--- src/rtl/dmem_port_arbiter.sv ---
// dmem_port_arbiter: shares the data-memory write path between CPU stores and
// a FIFO-buffered keyboard writer. Optional statistics under DMEM_ARB_STATS_EN.
module dmem_port_arbiter #(
  parameter int KB_FIFO_DEPTH = 4,
  parameter int MAX_WAIT      = 8,
  parameter int MEM_WORDS     = 64
) (
  input  logic        clk,
  input  logic        rst,
  input  logic        cpu_we,
  input  logic [31:0] cpu_a,
  input  logic [31:0] cpu_wd,
  output logic        cpu_stall,
  input  logic        kb_valid,
  input  logic [31:0] kb_addr,
  input  logic [31:0] kb_data,
  output logic        kb_ready,
  output logic        kb_err,
  output logic        mem_we,
  output logic [31:0] mem_a,
  output logic [31:0] mem_wd,
  output logic        mem_we_kb,
  output logic [31:0] mem_addr_kb,
  output logic [31:0] mem_data_kb,
  output logic [15:0] stat_forced,
  output logic [15:0] stat_dropped
);

  localparam int AW = $clog2(KB_FIFO_DEPTH);
  localparam int WW = $clog2(MAX_WAIT + 1);
  localparam logic [29:0] MW = 30'(MEM_WORDS);
  localparam logic [WW-1:0] WLAST = WW'(MAX_WAIT - 1);

  typedef enum logic [1:0] {
    IDLE  = 2'd0,
    PEND  = 2'd1,
    FORCE = 2'd2
  } state_t;

  state_t        state;
  logic [WW-1:0] wait_cnt;

  logic [AW:0]   wptr;
  logic [AW:0]   rptr;
  logic [AW:0]   wptr_n;
  logic [AW:0]   rptr_n;
  logic [31:0]   fifo_addr [KB_FIFO_DEPTH];
  logic [31:0]   fifo_data [KB_FIFO_DEPTH];

  logic empty;
  logic full;
  logic empty_n;
  logic in_range;
  logic accept;
  logic push;
  logic pop;
  logic drop;

  assign empty = (wptr == rptr);
  assign full  = (wptr[AW] != rptr[AW]) &&
                 (wptr[AW-1:0] == rptr[AW-1:0]);

  assign kb_ready = !full;
  assign in_range = (kb_addr[31:2] < MW);
  assign accept   = kb_valid && !full;
  assign push     = accept && in_range;
  assign drop     = accept && !in_range;

  assign pop     = mem_we_kb;
  assign wptr_n  = wptr + (AW+1)'(push);
  assign rptr_n  = rptr + (AW+1)'(pop);
  assign empty_n = (wptr_n == rptr_n);

  assign mem_a       = cpu_a;
  assign mem_wd      = cpu_wd;
  assign mem_addr_kb = fifo_addr[rptr[AW-1:0]];
  assign mem_data_kb = fifo_data[rptr[AW-1:0]];

  // Port steering: CPU first, keyboard on idle CPU cycles or forced drain.
  always_comb begin
    cpu_stall = 1'b0;
    mem_we    = 1'b0;
    mem_we_kb = 1'b0;
    unique case (state)
      IDLE: begin
        mem_we = cpu_we && !rst;
      end
      PEND: begin
        mem_we    = cpu_we && !rst;
        mem_we_kb = !cpu_we && !empty && !rst;
      end
      FORCE: begin
        cpu_stall = 1'b1;
        mem_we_kb = !empty && !rst;
      end
      default: begin
        cpu_stall = 1'b0;
      end
    endcase
  end

  // FIFO read/write pointers.
  always_ff @(posedge clk or posedge rst) begin
    if (rst) begin
      wptr <= '0;
      rptr <= '0;
    end else begin
      wptr <= wptr_n;
      rptr <= rptr_n;
    end
  end

  // FIFO storage; contents are don't-care while empty.
  always_ff @(posedge clk) begin
    if (push) begin
      fifo_addr[wptr[AW-1:0]] <= kb_addr;
      fifo_data[wptr[AW-1:0]] <= kb_data;
    end
  end

  // One-cycle error pulse for a dropped out-of-range write.
  always_ff @(posedge clk or posedge rst) begin
    if (rst) begin
      kb_err <= 1'b0;
    end else begin
      kb_err <= drop;
    end
  end

  // Arbitration FSM with starvation counter on the FIFO head.
  always_ff @(posedge clk or posedge rst) begin
    if (rst) begin
      state    <= IDLE;
      wait_cnt <= '0;
    end else begin
      unique case (state)
        IDLE: begin
          wait_cnt <= '0;
          if (!empty_n) state <= PEND;
        end
        PEND: begin
          if (pop) begin
            wait_cnt <= '0;
            state    <= empty_n ? IDLE : PEND;
          end else if (wait_cnt == WLAST) begin
            wait_cnt <= '0;
            state    <= FORCE;
          end else begin
            wait_cnt <= wait_cnt + 1'b1;
          end
        end
        FORCE: begin
          wait_cnt <= '0;
          state    <= empty_n ? IDLE : PEND;
        end
        default: begin
          wait_cnt <= '0;
          state    <= IDLE;
        end
      endcase
    end
  end

`ifdef DMEM_ARB_STATS_EN
  // Saturating forced-drain and dropped-write counters.
  always_ff @(posedge clk or posedge rst) begin
    if (rst) begin
      stat_forced  <= '0;
      stat_dropped <= '0;
    end else begin
      if (state == FORCE && stat_forced != 16'hFFFF)
        stat_forced <= stat_forced + 16'd1;
      if (drop && stat_dropped != 16'hFFFF)
        stat_dropped <= stat_dropped + 16'd1;
    end
  end
`else
  assign stat_forced  = 16'h0000;
  assign stat_dropped = 16'h0000;
`endif

endmodule

--- config.mk ---
export PLATFORM = sky130hd
export DESIGN_NAME = dmem_port_arbiter
export DESIGN_NICKNAME = d
export VERILOG_FILES = /design/src/rtl/dmem_port_arbiter.sv
export SDC_FILE = /design/constraint.sdc
export NUM_CORES = 1
export LEC_CHECK = 0
export ABC_CLOCK_PERIOD_IN_PS = 6500
export CORE_AREA = 5 5 210 212
export CTS_CLUSTER_SIZE = 40
export DETAILED_ROUTE_END_ITERATION = 16
export DIE_AREA = 0 0 215 217
export PLACE_DENSITY_LB_ADDON = 0.25
export SETUP_SLACK_MARGIN = 0.05
export SKIP_CTS_REPAIR_TIMING = 1
export SYNTH_ARGS = -nofsm -noshare
export SYNTH_HDL_FRONTEND = slang
export SYNTH_SLANG_ARGS = --single-unit
--- constraint.sdc ---
create_clock -name clk -period 6.5 [get_ports clk]
set_input_delay 1.3 -clock clk [delete_from_list [all_inputs] [get_ports clk]]
set_output_delay 1.3 -clock clk [all_outputs]
set_load 0.05 [all_outputs]
# Word-level counts from Yosys, hierarchy flattened
# Memories as Yosys holds them, arrays and structs flattened.
# Cells that the tools add are included.
[classes] mux=13 reduce_logical=16 n_lt_le_gt_ge=1 n_addsub=3 eq_ne=9
[op_table] cell="< comparator 30 x 7 -> 1 bit (second input constant)" n=1
[op_table] cell="2-to-1 mux 4 bit" n=3
[op_table] cell="logical AND 1 bit" n=8
[op_table] cell="adder 3 x 1 -> 3 bit" n=2
[op_table] cell="equality test 3 bit" n=2
[op_table] cell="2-to-1 mux 2 bit" n=3
[op_table] cell="one-hot mux 2 bit (3 select lines)" n=1
[op_table] cell="logical NOT 1 bit" n=5
[op_table] cell="2-to-1 mux 1 bit" n=5
[op_table] cell="adder 4 x 1 -> 4 bit (second input constant)" n=1
[op_table] cell="equality test 4 x 3 -> 1 bit (second input constant)" n=1
[op_table] cell="!= test 3 bit (second input constant)" n=1
[op_table] cell="equality test 2 x 1 -> 1 bit (second input constant)" n=1
[op_table] cell="equality test 2 bit" n=1
[op_table] cell="equality test 2 bit (second input constant)" n=1
[op_table] cell="logical NOT 2 bit" n=1
[op_table] cell="!= test 2 bit (second input constant)" n=1
[op_table] cell="one-hot mux 1 bit (2 select lines)" n=1
[op_table] cell="AND reduction 2 bit" n=1
[op_table] cell="OR reduction 2 bit" n=1
[op_table] cell="!= test 1 bit" n=1
[word_totals] out_inout_bits=165 in_bits=132 memories=2 elab_cells=49 reg_bits=13 mem_bits_rw=256
[memory_table] memory="fifo_addr" words=4 width=32 read_ports=1 rd_clocked_by_memory_dff=0 wr=1 line="47" text="logic [31:0] fifo_addr [KB_FIFO_DEPTH];"
[memory_table] memory="fifo_data" words=4 width=32 read_ports=1 rd_clocked_by_memory_dff=0 wr=1 line="48" text="logic [31:0] fifo_data [KB_FIFO_DEPTH];"

# Depth between registers and ports, before layout
# Gate-level depths: netlist of the first run.
[depth] ltp_word=10 depth_mapped=11 ltp_nobuf=11

# Least setup slack after synthesis of the first run
# No wires, ideal clock.
[synth_path] path_kind="input-to-reg" from="input kb_addr[19]" to="memory fifo_addr[0][0] (enable)" setup_slack_ps=-748 path_stages=4 required_ps=5922 arrival_ps=6670 setup_time_ps=578 n_path_buf=0 path_cell_list="nor4_1 nand4_1 nor3_2 nor3b_1"
[synth_via] elab_chain_len=4
[synth_lines] item="start: declaration" line="15" text="input logic [31:0] kb_addr,"
[synth_lines] item="< comparator 30 x 7 -> 1 bit" line="64" text="assign in_range = (kb_addr[31:2] < MW);"
[synth_lines] item="logical AND 1 bit" line="66" text="assign push = accept && in_range;"
[synth_lines] item="2-to-1 mux 1 bit" line="115" text="if (push) begin"
[synth_lines] item="2-to-1 mux 1 bit (not written as such)" line="116" text="fifo_addr[wptr[AW-1:0]] <= kb_addr;"
[synth_lines] item="end: declaration" line="47"
# Every way passes these cells.

# Worst setup path in the final report of the first run
[layout_path] from="register rptr[1]" to="output mem_we_kb"
[layout_via] elab_chain_len=5 word_cells_on_any_way=6 cone_classes="eq/ne: 1; mux: 1; reduce/logical: 4"
[layout_lines] item="start: declaration" line="44" text="logic [AW:0] rptr;"
[layout_lines] item="start signal: assignment" line="109" text="rptr <= rptr_n;"
[layout_lines] item="equality test 3 bit *" line="59" text="assign empty = (wptr == rptr);"
[layout_lines] item="logical NOT 1 bit *" line="90, 94"
[layout_lines] item="logical AND 1 bit (2 in series)" line="90" text="mem_we_kb = !cpu_we && !empty && !rst;"
[layout_lines] item="one-hot mux 1 bit (2 select lines) *" line="84" text="unique case (state)"
[layout_lines] item="end: declaration" line="22" text="output logic mem_we_kb,"
# Every way passes the cells marked *; elsewhere a longest branch is shown, timed or not.

==> results of run 1 <==
## registers in the layout (all words and copies together) (netlist names)
register   cells
kb_err         1
state          2
rptr           3
fifo_addr    128
fifo_data    128
wait_cnt       4
wptr           3
## layer usage
| metal | track usage [%] | routed length [microns] | up-vias | share of wire (%) |
|---|---|---|---|---|
| li1 | - | - | 2102 | - |
| met5 | 0 | 0 | - | 0 |
| met4 | 2.070 | 436 | 0 | 1.8 |
| met1 | 12.43 | 9944 | 2499 | 42 |
| met2 | 16.67 | 11650 | 207 | 49 |
| met3 | 3.544 | 1873 | 45 | 7.8 |
## stage by stage
stage	power [W]	utilization [%]	cell area [sq um]	hold slack [ps]	setup slack, ps
after floorplan	0.002100	-	10850	431.4	1538
after global placement	0.002040	29.16	12180	445.3	1688
after detailed placement	0.002043	29.16	12180	470.7	1595
after CTS	0.003716	31.46	13140	488.5	1666
after global routing	0.003798	31.46	13140	501.0	1530
final	0.003650	31.46	13140	487.4	1781
## area by class of cell
type	count	share of cell area, %
tap	539	5.133
inverter	5	0.1429
clock buffer	35	5.857
multi-input combinational	155	15.65
sequential	269	61.05
clock inverter	16	1.467
timing repair buffer	142	10.70
## worst register-to-register path: cells and delay by family, from the launching register on
kind / cells / cell delay (ps)
buf+inv: 1 / 380
xor+xnor: 1 / 400
flops: 1 / 1120
compound gates: 1 / 190
simple gates: 2 / 1320
## logic make-up after synthesis
kind of cell / Yosys count / synth area share (%)
AO/OA/AOI/OAI: 9 / 0.7694
XOR/XNOR: 11 / 0.8977
adder cells (fa/ha/maj): 9 / 1.049
buffers and inverters: 115 / 7.461
flip-flops: 269 / 74.66
multiplexers: 64 / 13.43
other: 1 / 0.03494
AND/OR/NAND/NOR: 30 / 1.702
## cells in the final DEF, fill, tap and decap left out, types with 2 or more instances in the layout
cell	instances
clkbuf_16	30
nand3b_1	2
conb_1	32
clkbuf_1	5
mux4_2	64
and3_1	2
edfxtp_1	256
inv_1	5
and3b_4	2
dfrtp_1	11
clkdlybuf4s50_1	136
dfrtp_4	2
clkinv_2	3
nand2_1	2
bufinv_16	4
clkinv_1	5
xor2_1	9
a32o_1	3
xnor2_1	2
clkinvlp_4	3
nor2_1	6
nor4_1	6
buf_4	6
ha_1	9
## report_power, final
group	total [W]	switching, W	internal (W)
Combinational	0.000110	0.0000725	0.0000379
Sequential	0.00190	0.000000108	0.00190
Clock	0.00164	0.000646	0.000997
## how the worst max path moves through the flow
stage | to | depth (start not counted)
final | mem_we_kb | 4
after detailed placement | fifo_data[1][20]$_DFFE_PP_ | 6
after global routing | mem_we_kb | 4
after CTS | mem_we_kb | 4
after global placement | fifo_data[1][21]$_DFFE_PP_ | 6
after floorplan | fifo_addr[0][0]$_DFFE_PP_ | 4
==> summary.md, run 1 <==
| Metric | Value |
|---|---|
| Top-count cell post-synth | edfxtp_1 |
| #FFs+latches synth | 269 |
| Die H | 217 microns |
| Gr usage total | 9.899% |
| Largest net degree at the start of global routing | 67 |
| Critical Path AT | 3420 ps |
| Clk pin slew, worst setup/hold paths | 60 ps |
| Synthesized area | 10730 sq um |
| Slowest cell on crit path | dfrtp_4 |
| Synth Warn # | 0 |
| Skew final | 9.538 ps |
| Synth top area share | 71.63% |
| Pre-antenna DRT Iters | 4 |
| Hold Path Origin | wait_cnt[0]$_DFF_PP0_ |
| Max_cap viols | 0 |
| Core outline area | 41760 sq um |
| Layout cells sized above 1 | 19.29% |
| Drt total wl | 23900 microns |
| Global-route wire length before repair | 35550 microns |
| IO Pins | 297 |
| Max IR drop VDD | 0.0001832 V |
| CTS tree | done |
| Critical path buffers and inverters | 2 |
| Final Hold Fails | 0 |
| Root buf cell | clkbuf_16 |
| Critical Path Start | rptr[1]$_DFF_PP0_ |
| Die Width | 215 microns |
| Area grow syn2layout | 22.41% |
| Drt via density | 4.180 |
| RSZ-0062 raised after global routing | no |
| Highest Clock Rate | 0.2119 GHz |
| WL/cell | 20.59 microns |
| R2R cell count | 5 |
| Worst hold path depth | 1 |
| Max Fanout on Critical Path | 66 |
| Mapped Cells | 508 |
| Clock Path Buffers | 3 |
| CP top delay family | flip-flops |
| Crit end category | output port |
| Placement Rows | 75 |
| Register area | 8020 sq um |
| Start of the worst register-to-register path | rptr[1]$_DFF_PP0_ |
| Startpoint types | flop |
| DR iter-0 viols | 141 |
| Status | finished, final reports clean |
| Antenna viol nets, final | 0 |
| Least-Margin Pin Slew | 1078 ps |
| Ys flop type | edfxtp_1 |
| Final nets | 744 |
| Commonest cells in the netlist | 256 x edfxtp_1, 96 x buf_4, 64 x mux4_2 |
| Routed vias | 4853 |
| Total clock buffers created by CTS | 30 |
| H-tree levels | 1 |
| PortBufs | 136 |
| Dpl hpwl | 15370 microns |
| Starting Density | 25.70% |
| Placed Cells | 1110 |
| Static Leak | 4.183 nW |
| Clk_lat worst skew | 560 ps |
| Initial antenna violation count | 0 |
| DRC violations left | 0 |
| Filler cells | 3975 |
| Crit-path max cell delay | 1120 ps |
| Multi-input gate area in the final layout | 2056 sq um |
| Vias in the first global route | 5474 |
| Pins over their slew limit | 0 |
| Clock sinks | 269 |
| Fin Setup TNS | 0 ps |
| GR Overflow Total | 0 |
| Async SR Flop Fraction | 4.833% |
| Post-synth top area cell | edfxtp_1 |
| Critical path class | reg2out |
| Non-Filler Instances | 1161 |
| Hold WC Path Type | reg2reg |
| R2r endpoint | fifo_data[1][20]$_DFFE_PP_ |
| Syn_area_per_cell | 21.13 sq um |
| Tcrit/Tclk final | 72.60% |
| Final Setup Violations | 0 |
| Antenna cells | 0 |
| Seq/Total Area, Yosys | 74.66% |
| WHS Endpoint | wait_cnt[0]$_DFF_PP0_ |
| Area contributors post-synth | edfxtp_1 72%, mux4_2 13%, buf_4 6.7% |
| Worst path required time | 5200 ps |
| Minimum clock period | 4719 ps |
| R2r setup slk | 2800 ps |
| Final RePlAce weighted congestion | 0.7008 |
| CP cell instances | xor2_1 -> o311ai_2 -> inv_1 -> clkdlybuf4s50_1 |
| Number of distinct library cells after synthesis | 35 |
| Post-synth EDFFs | 256 |
| PwrDens | 277.8 nW/um^2 |
| Total die area | 46660 sq um |
| Relative slew slack | 28.15% |
Note: power is estimated with default switching activity, not from simulation.
==> run 2, diff against run 1 <==
- ABC_CLOCK_PERIOD_IN_PS: 6500 -> 4800
- clock period: 6.5 -> 4.8 ns (I/O delays scaled with it)
==> run 2 against run 1 <==
  * Power grew 36%
  * Sequential share of layout area decreased by 0.44 points
  * Utilization grew 0.23 points
  * Sequential power increased by 35%
  * Register-to-register slack lost 1300 ps
  * Global-route usage up 0.090 points
  * Flip-flop and latch count did not move
  * Worst setup slack got worse by 1100 ps
  * Routed wire length up 1.1%
  * First-iteration DRC count is 56% higher
  * Clock skew grew 9.2 ps
  * Critical path type unchanged
  * Critical endpoint is now mem_addr_kb[10]
==> summary.md, run 2 (synthesis gave the netlist of run 1 again) <==
| Metric | Value |
|---|---|
| IO Pins | 297 (unchanged) |
| GR Overflow Total | 0 (unchanged) |
| Layout cells sized above 1 | 19.59% (was 19.29%) |
| H-tree levels | 1 (unchanged) |
| Max_cap viols | 0 (unchanged) |
| Max Fanout on Critical Path | 39 (was 66) |
| Area grow syn2layout | 23.29% (was 22.41%) |
| Non-Filler Instances | 1168 (was 1161) |
| Clk pin slew, worst setup/hold paths | 60 ps (about the same) |
| Placed Cells | 1113 (was 1110) |
| Tcrit/Tclk final | 86.57% |
| Highest Clock Rate | 0.2406 GHz |
| Vias in the first global route | 5479 (was 5474) |
| PwrDens | 374.4 nW/um^2 (was 277.8 nW/um^2) |
| Starting Density | 25.70% (unchanged) |
| Least-Margin Pin Slew | 671.6 ps (was 1078 ps) |
| Skew final | 18.78 ps (was 9.538 ps) |
| Clock Path Buffers | 3 (unchanged) |
| Global-route wire length before repair | 35560 microns (was 35550 microns) |
| Total clock buffers created by CTS | 30 (unchanged) |
| Minimum clock period | 4156 ps |
| Status | finished, final reports clean (unchanged) |
| Dpl hpwl | 15770 microns (was 15370 microns) |
| Die Width | 215 microns (unchanged) |
| Gr usage total | 9.990% (was 9.899%) |
| Die H | 217 microns (unchanged) |
| Crit end category | output port (unchanged) |
| Max IR drop VDD | 0.0002681 V (was 0.0001832 V) |
| DRC violations left | 0 (unchanged) |
| Clk_lat worst skew | 560 ps (about the same) |
| Final RePlAce weighted congestion | 0.6802 (was 0.7008) |
| Final Hold Fails | 0 (unchanged) |
| Initial antenna violation count | 2 (was 0) |
| CTS tree | done (unchanged) |
| Drt total wl | 24160 microns (was 23900 microns) |
| Static Leak | 4.228 nW (was 4.183 nW) |
| Hold WC Path Type | reg2reg (unchanged) |
| Final nets | 747 (was 744) |
| Core outline area | 41760 sq um (unchanged) |
| Relative slew slack | 55.09% (was 28.15%) |
| Largest net degree at the start of global routing | 46 (was 67) |
| Critical path class | reg2out (unchanged) |
| Startpoint types | flop (unchanged) |
| Worst path required time | 3840 ps (was 5200 ps) |
| Root buf cell | clkbuf_16 (unchanged) |
| Final Setup Violations | 0 (unchanged) |
| WL/cell | 20.69 microns (was 20.59 microns) |
| PortBufs | 136 (unchanged) |
| Critical Path AT | 3200 ps (was 3420 ps) |
| Fin Setup TNS | 0 ps (unchanged) |
| DR iter-0 viols | 220 (was 141) |
| Drt via density | 4.234 (was 4.180) |
| Total die area | 46660 sq um (unchanged) |
| Placement Rows | 75 (unchanged) |
| Hold WS | 468.7 ps (was 487.4 ps) |
| Pre-antenna DRT Iters | 4 (unchanged) |
| Commonest non-fill, non-tap cells in the layout | 256 x edfxtp_1, 136 x clkdlybuf4s50_1, 64 x mux4_2 (unchanged) |
| Clock sinks | 269 (unchanged) |
| Routed vias | 4945 (was 4853) |
| Antenna viol nets, final | 0 (unchanged) |
| Pins over their slew limit | 0 (unchanged) |
| Most common cell after layout, fill and taps aside | edfxtp_1 (unchanged) |
| RSZ-0062 raised after global routing | no (unchanged) |
## run 2: layer usage
layer | routed length (microns) | GRT usage, % | vias up
met3 | 1973 | 3.947 | 41
li1 | - | - | 2119
met2 | 11750 | 16.71 | 198
met4 | 515 | 2.496 | 4
met5 | 27 | 0 | -
met1 | 9890 | 12.22 | 2583
## run 2: final cells by class
type | count | area (sq um)
fillers | 3937 | 28530
diodes | 1 | 2.502
flip-flops and latches | 269 | 8020
repair buffers | 145 | 1491
well taps | 539 | 674.4
multi-input cells | 155 | 2056
inverters | 5 | 18.77
clock inverters | 16 | 188.9
clock buffers | 38 | 780.7
## run 2: critical path, stage by stage (launching register included)
cell and delay (ps):
dfrtp_4 850, buf_4 550, mux4_2 290, clkdlybuf4s50_1 920
## run 2: worst paths after layout
path / endpoint / slack [ps] / start / cells past startpoint
worst max-delay path: mem_addr_kb[10] / 640 / rptr[1]$_DFF_PP0_ / 3
worst min-delay path: wait_cnt[0]$_DFF_PP0_ / 470 / wait_cnt[0]$_DFF_PP0_ / 1
worst max register to register: state[1]$_DFFE_PP0P_ / 1490 / rptr[1]$_DFF_PP0_ / 9
worst min register to register: wait_cnt[0]$_DFF_PP0_ / 470 / wait_cnt[0]$_DFF_PP0_ / 1
max in group asynchronous: rptr[0]$_DFF_PP0_ / 3560 / rst / 2
min in group asynchronous: state[1]$_DFFE_PP0P_ / 810 / rst / 2
## run 2: through the flow
| step | util [%] | cell area (sq um) | setup slack, ps | total power [W] |
|---|---|---|---|---|
| floorplan | - | 10850 | 177.6 | 0.002844 |
| global placement | 29.36 | 12260 | 726.5 | 0.002759 |
| detailed placement | 29.36 | 12260 | 771.7 | 0.002764 |
| CTS | 31.68 | 13230 | 505.8 | 0.005030 |
| global route | 31.68 | 13230 | 412.3 | 0.005133 |
| finish | 31.69 | 13230 | 644.4 | 0.004954 |
## run 2: power by group
part	switching [W]	internal, W	leakage, nW
Combinational	0.0000963	0.0000513	1.28
Sequential	0.000000123	0.00257	2.48
Clock	0.000879	0.00136	0.474
==> run 3, diff against run 2 <==
- CORE_AREA: 5 5 210 212 -> 5 5 161 163
- DIE_AREA: 0 0 215 217 -> 0 0 166 168
==> run 3 against run 2 <==
  * Hold slack better by 9.5 ps
  * Routed wire length decreased by 15%
  * Worst setup slack improved by 120 ps
  * Critical path type unchanged
  * Largest cell class unchanged
==> summary.md, run 3 (synthesis gave the netlist of run 1 again) <==
| Metric | Value |
|---|---|
| Clock Path Buffers | 3 (unchanged) |
| Skew final | 17.98 ps (was 18.78 ps) |
| Tcrit/Tclk final | 84.11% (was 86.57%) |
| Total clock buffers created by CTS | 27 (was 30) |
| Starting Density | 44.39% (was 25.70%) |
| Final Util | 53.30% (was 31.69%) |
| PortBufs | 136 (unchanged) |
| DR iter-0 viols | 361 (was 220) |
| WL/cell | 21.73 microns (was 20.69 microns) |
| Max IR drop VDD | 0.0002250 V (was 0.0002681 V) |
| Drt total wl | 20600 microns (was 24160 microns) |
| Static Leak | 4.188 nW (was 4.228 nW) |
| PwrDens | 370.5 nW/um^2 (was 374.4 nW/um^2) |
| Global-route wire length before repair | 31910 microns (was 35560 microns) |
| RSZ-0062 raised after global routing | no (unchanged) |
| H-tree levels | 1 (unchanged) |
| Antenna cells | 0 (was 1) |
| Critical Path AT | 3080 ps (was 3200 ps) |
| Clock sinks | 269 (unchanged) |
| Crit end category | output port (unchanged) |
| Routed vias | 4878 (was 4945) |
| Antenna viol nets, final | 0 (unchanged) |
| Final RePlAce weighted congestion | 0.7928 (was 0.6802) |
| DRC violations left | 0 (unchanged) |
| Most common cell after layout, fill and taps aside | edfxtp_1 (unchanged) |
| Critical path class | reg2out (unchanged) |
| Status | finished, final reports clean (unchanged) |
| Commonest non-fill, non-tap cells in the layout | 256 x edfxtp_1, 136 x clkdlybuf4s50_1, 64 x mux4_2 (unchanged) |
| Drt via density | 5.146 (was 4.234) |
| Total die area | 27890 sq um (was 46660 sq um) |
| Pins over their slew limit | 0 (unchanged) |
| Area grow syn2layout | 20.06% (was 23.29%) |
| Relative slew slack | 57.35% (was 55.09%) |
| Clk pin slew, worst setup/hold paths | 60 ps (about the same) |
| Final nets | 744 (was 747) |
| Max_cap viols | 0 (unchanged) |
| Root buf cell | clkbuf_16 (unchanged) |
| IO Pins | 297 (unchanged) |
| Worst path required time | 3840 ps (about the same) |
| Fin Setup TNS | 0 ps (unchanged) |
| Pre-antenna DRT Iters | 4 (unchanged) |
| Max Fanout on Critical Path | 28 (was 39) |
| Layout cells sized above 1 | 19.23% (was 19.59%) |
| Placement Rows | 57 (was 75) |
| Minimum clock period | 4037 ps (was 4156 ps) |
| CTS tree | done (unchanged) |
| Die Width | 166 microns (was 215 microns) |
| Dpl hpwl | 13130 microns (was 15770 microns) |
| Initial antenna violation count | 1 (was 2) |
| GR Overflow Total | 0 (unchanged) |
| Clk_lat worst skew | 520 ps (was 560 ps) |
| Die H | 168 microns (was 217 microns) |
| Highest Clock Rate | 0.2477 GHz (was 0.2406 GHz) |
| Core outline area | 24180 sq um (was 41760 sq um) |
| Gr usage total | 14.54% (was 9.990%) |
| Hold WC Path Type | reg2reg (unchanged) |
| Least-Margin Pin Slew | 639.8 ps (was 671.6 ps) |
| Final Hold Fails | 0 (unchanged) |
| Startpoint types | flop (unchanged) |
| Vias in the first global route | 5335 (was 5479) |
| Largest net degree at the start of global routing | 60 (was 46) |
| Final Setup Violations | 0 (unchanged) |
-- run 3: area by class of cell --
cell class	instances	area (sq um)
clock inverter	19	191.4
fill	1854	11290
inverter	5	18.77
multi-input combinational	155	2056
clock buffer	31	690.7
tap	324	405.4
timing repair buffer	145	1504
sequential	269	8020
-- run 3: path summary, 6_finish.rpt --
check                                      startpoint  slack (ps)  cells after the start                     to
worst max-delay path                rptr[0]$_DFF_PP0_         760                      3        mem_addr_kb[29]
worst min-delay path            wait_cnt[0]$_DFF_PP0_         480                      1  wait_cnt[0]$_DFF_PP0_
worst max register to register      rptr[1]$_DFF_PP0_        1480                      9   state[1]$_DFFE_PP0P_
worst min register to register  wait_cnt[0]$_DFF_PP0_         480                      1  wait_cnt[0]$_DFF_PP0_
max in group asynchronous                         rst        3560                      2      rptr[1]$_DFF_PP0_
min in group asynchronous                         rst         830                      2       kb_err$_DFF_PP0_
-- run 3: metrics by stage --
stage | total power (W) | worst slack [ps] | hold WS (ps) | cell area [sq um] | cells
after floorplan | 0.002844 | 177.6 | 431.4 | 10850 | 539
after global placement | 0.002760 | 838.6 | 447.7 | 12000 | 898
after detailed placement | 0.002764 | 839.4 | 464.3 | 12000 | 898
after CTS | 0.004833 | 658.0 | 472.1 | 12890 | 948
after global routing | 0.004955 | 577.5 | 489.5 | 12890 | 948
final | 0.004774 | 762.8 | 478.3 | 12890 | 948
-- run 3: metal layers --
layer  wire [microns]  vias up  track usage (%)
li1                 -     2103                -
met5               12        -                0
met1             8786     2540            19.78
met2             9908      200            23.81
met3             1585       33            4.174
met4              302        2            2.941
-- run 3: report_power, final --
group | internal (W) | switching, W
clock network | 0.00124 | 0.000816
registers | 0.00257 | 0.000000213
logic | 0.0000513 | 0.0000968
total | 0.00386 | 0.000913
-- run 3: critical path, stage by stage (launching register included) --
cell and delay (ps):
dfrtp_4 850, buf_4 390, mux4_2 580, clkdlybuf4s50_1 730
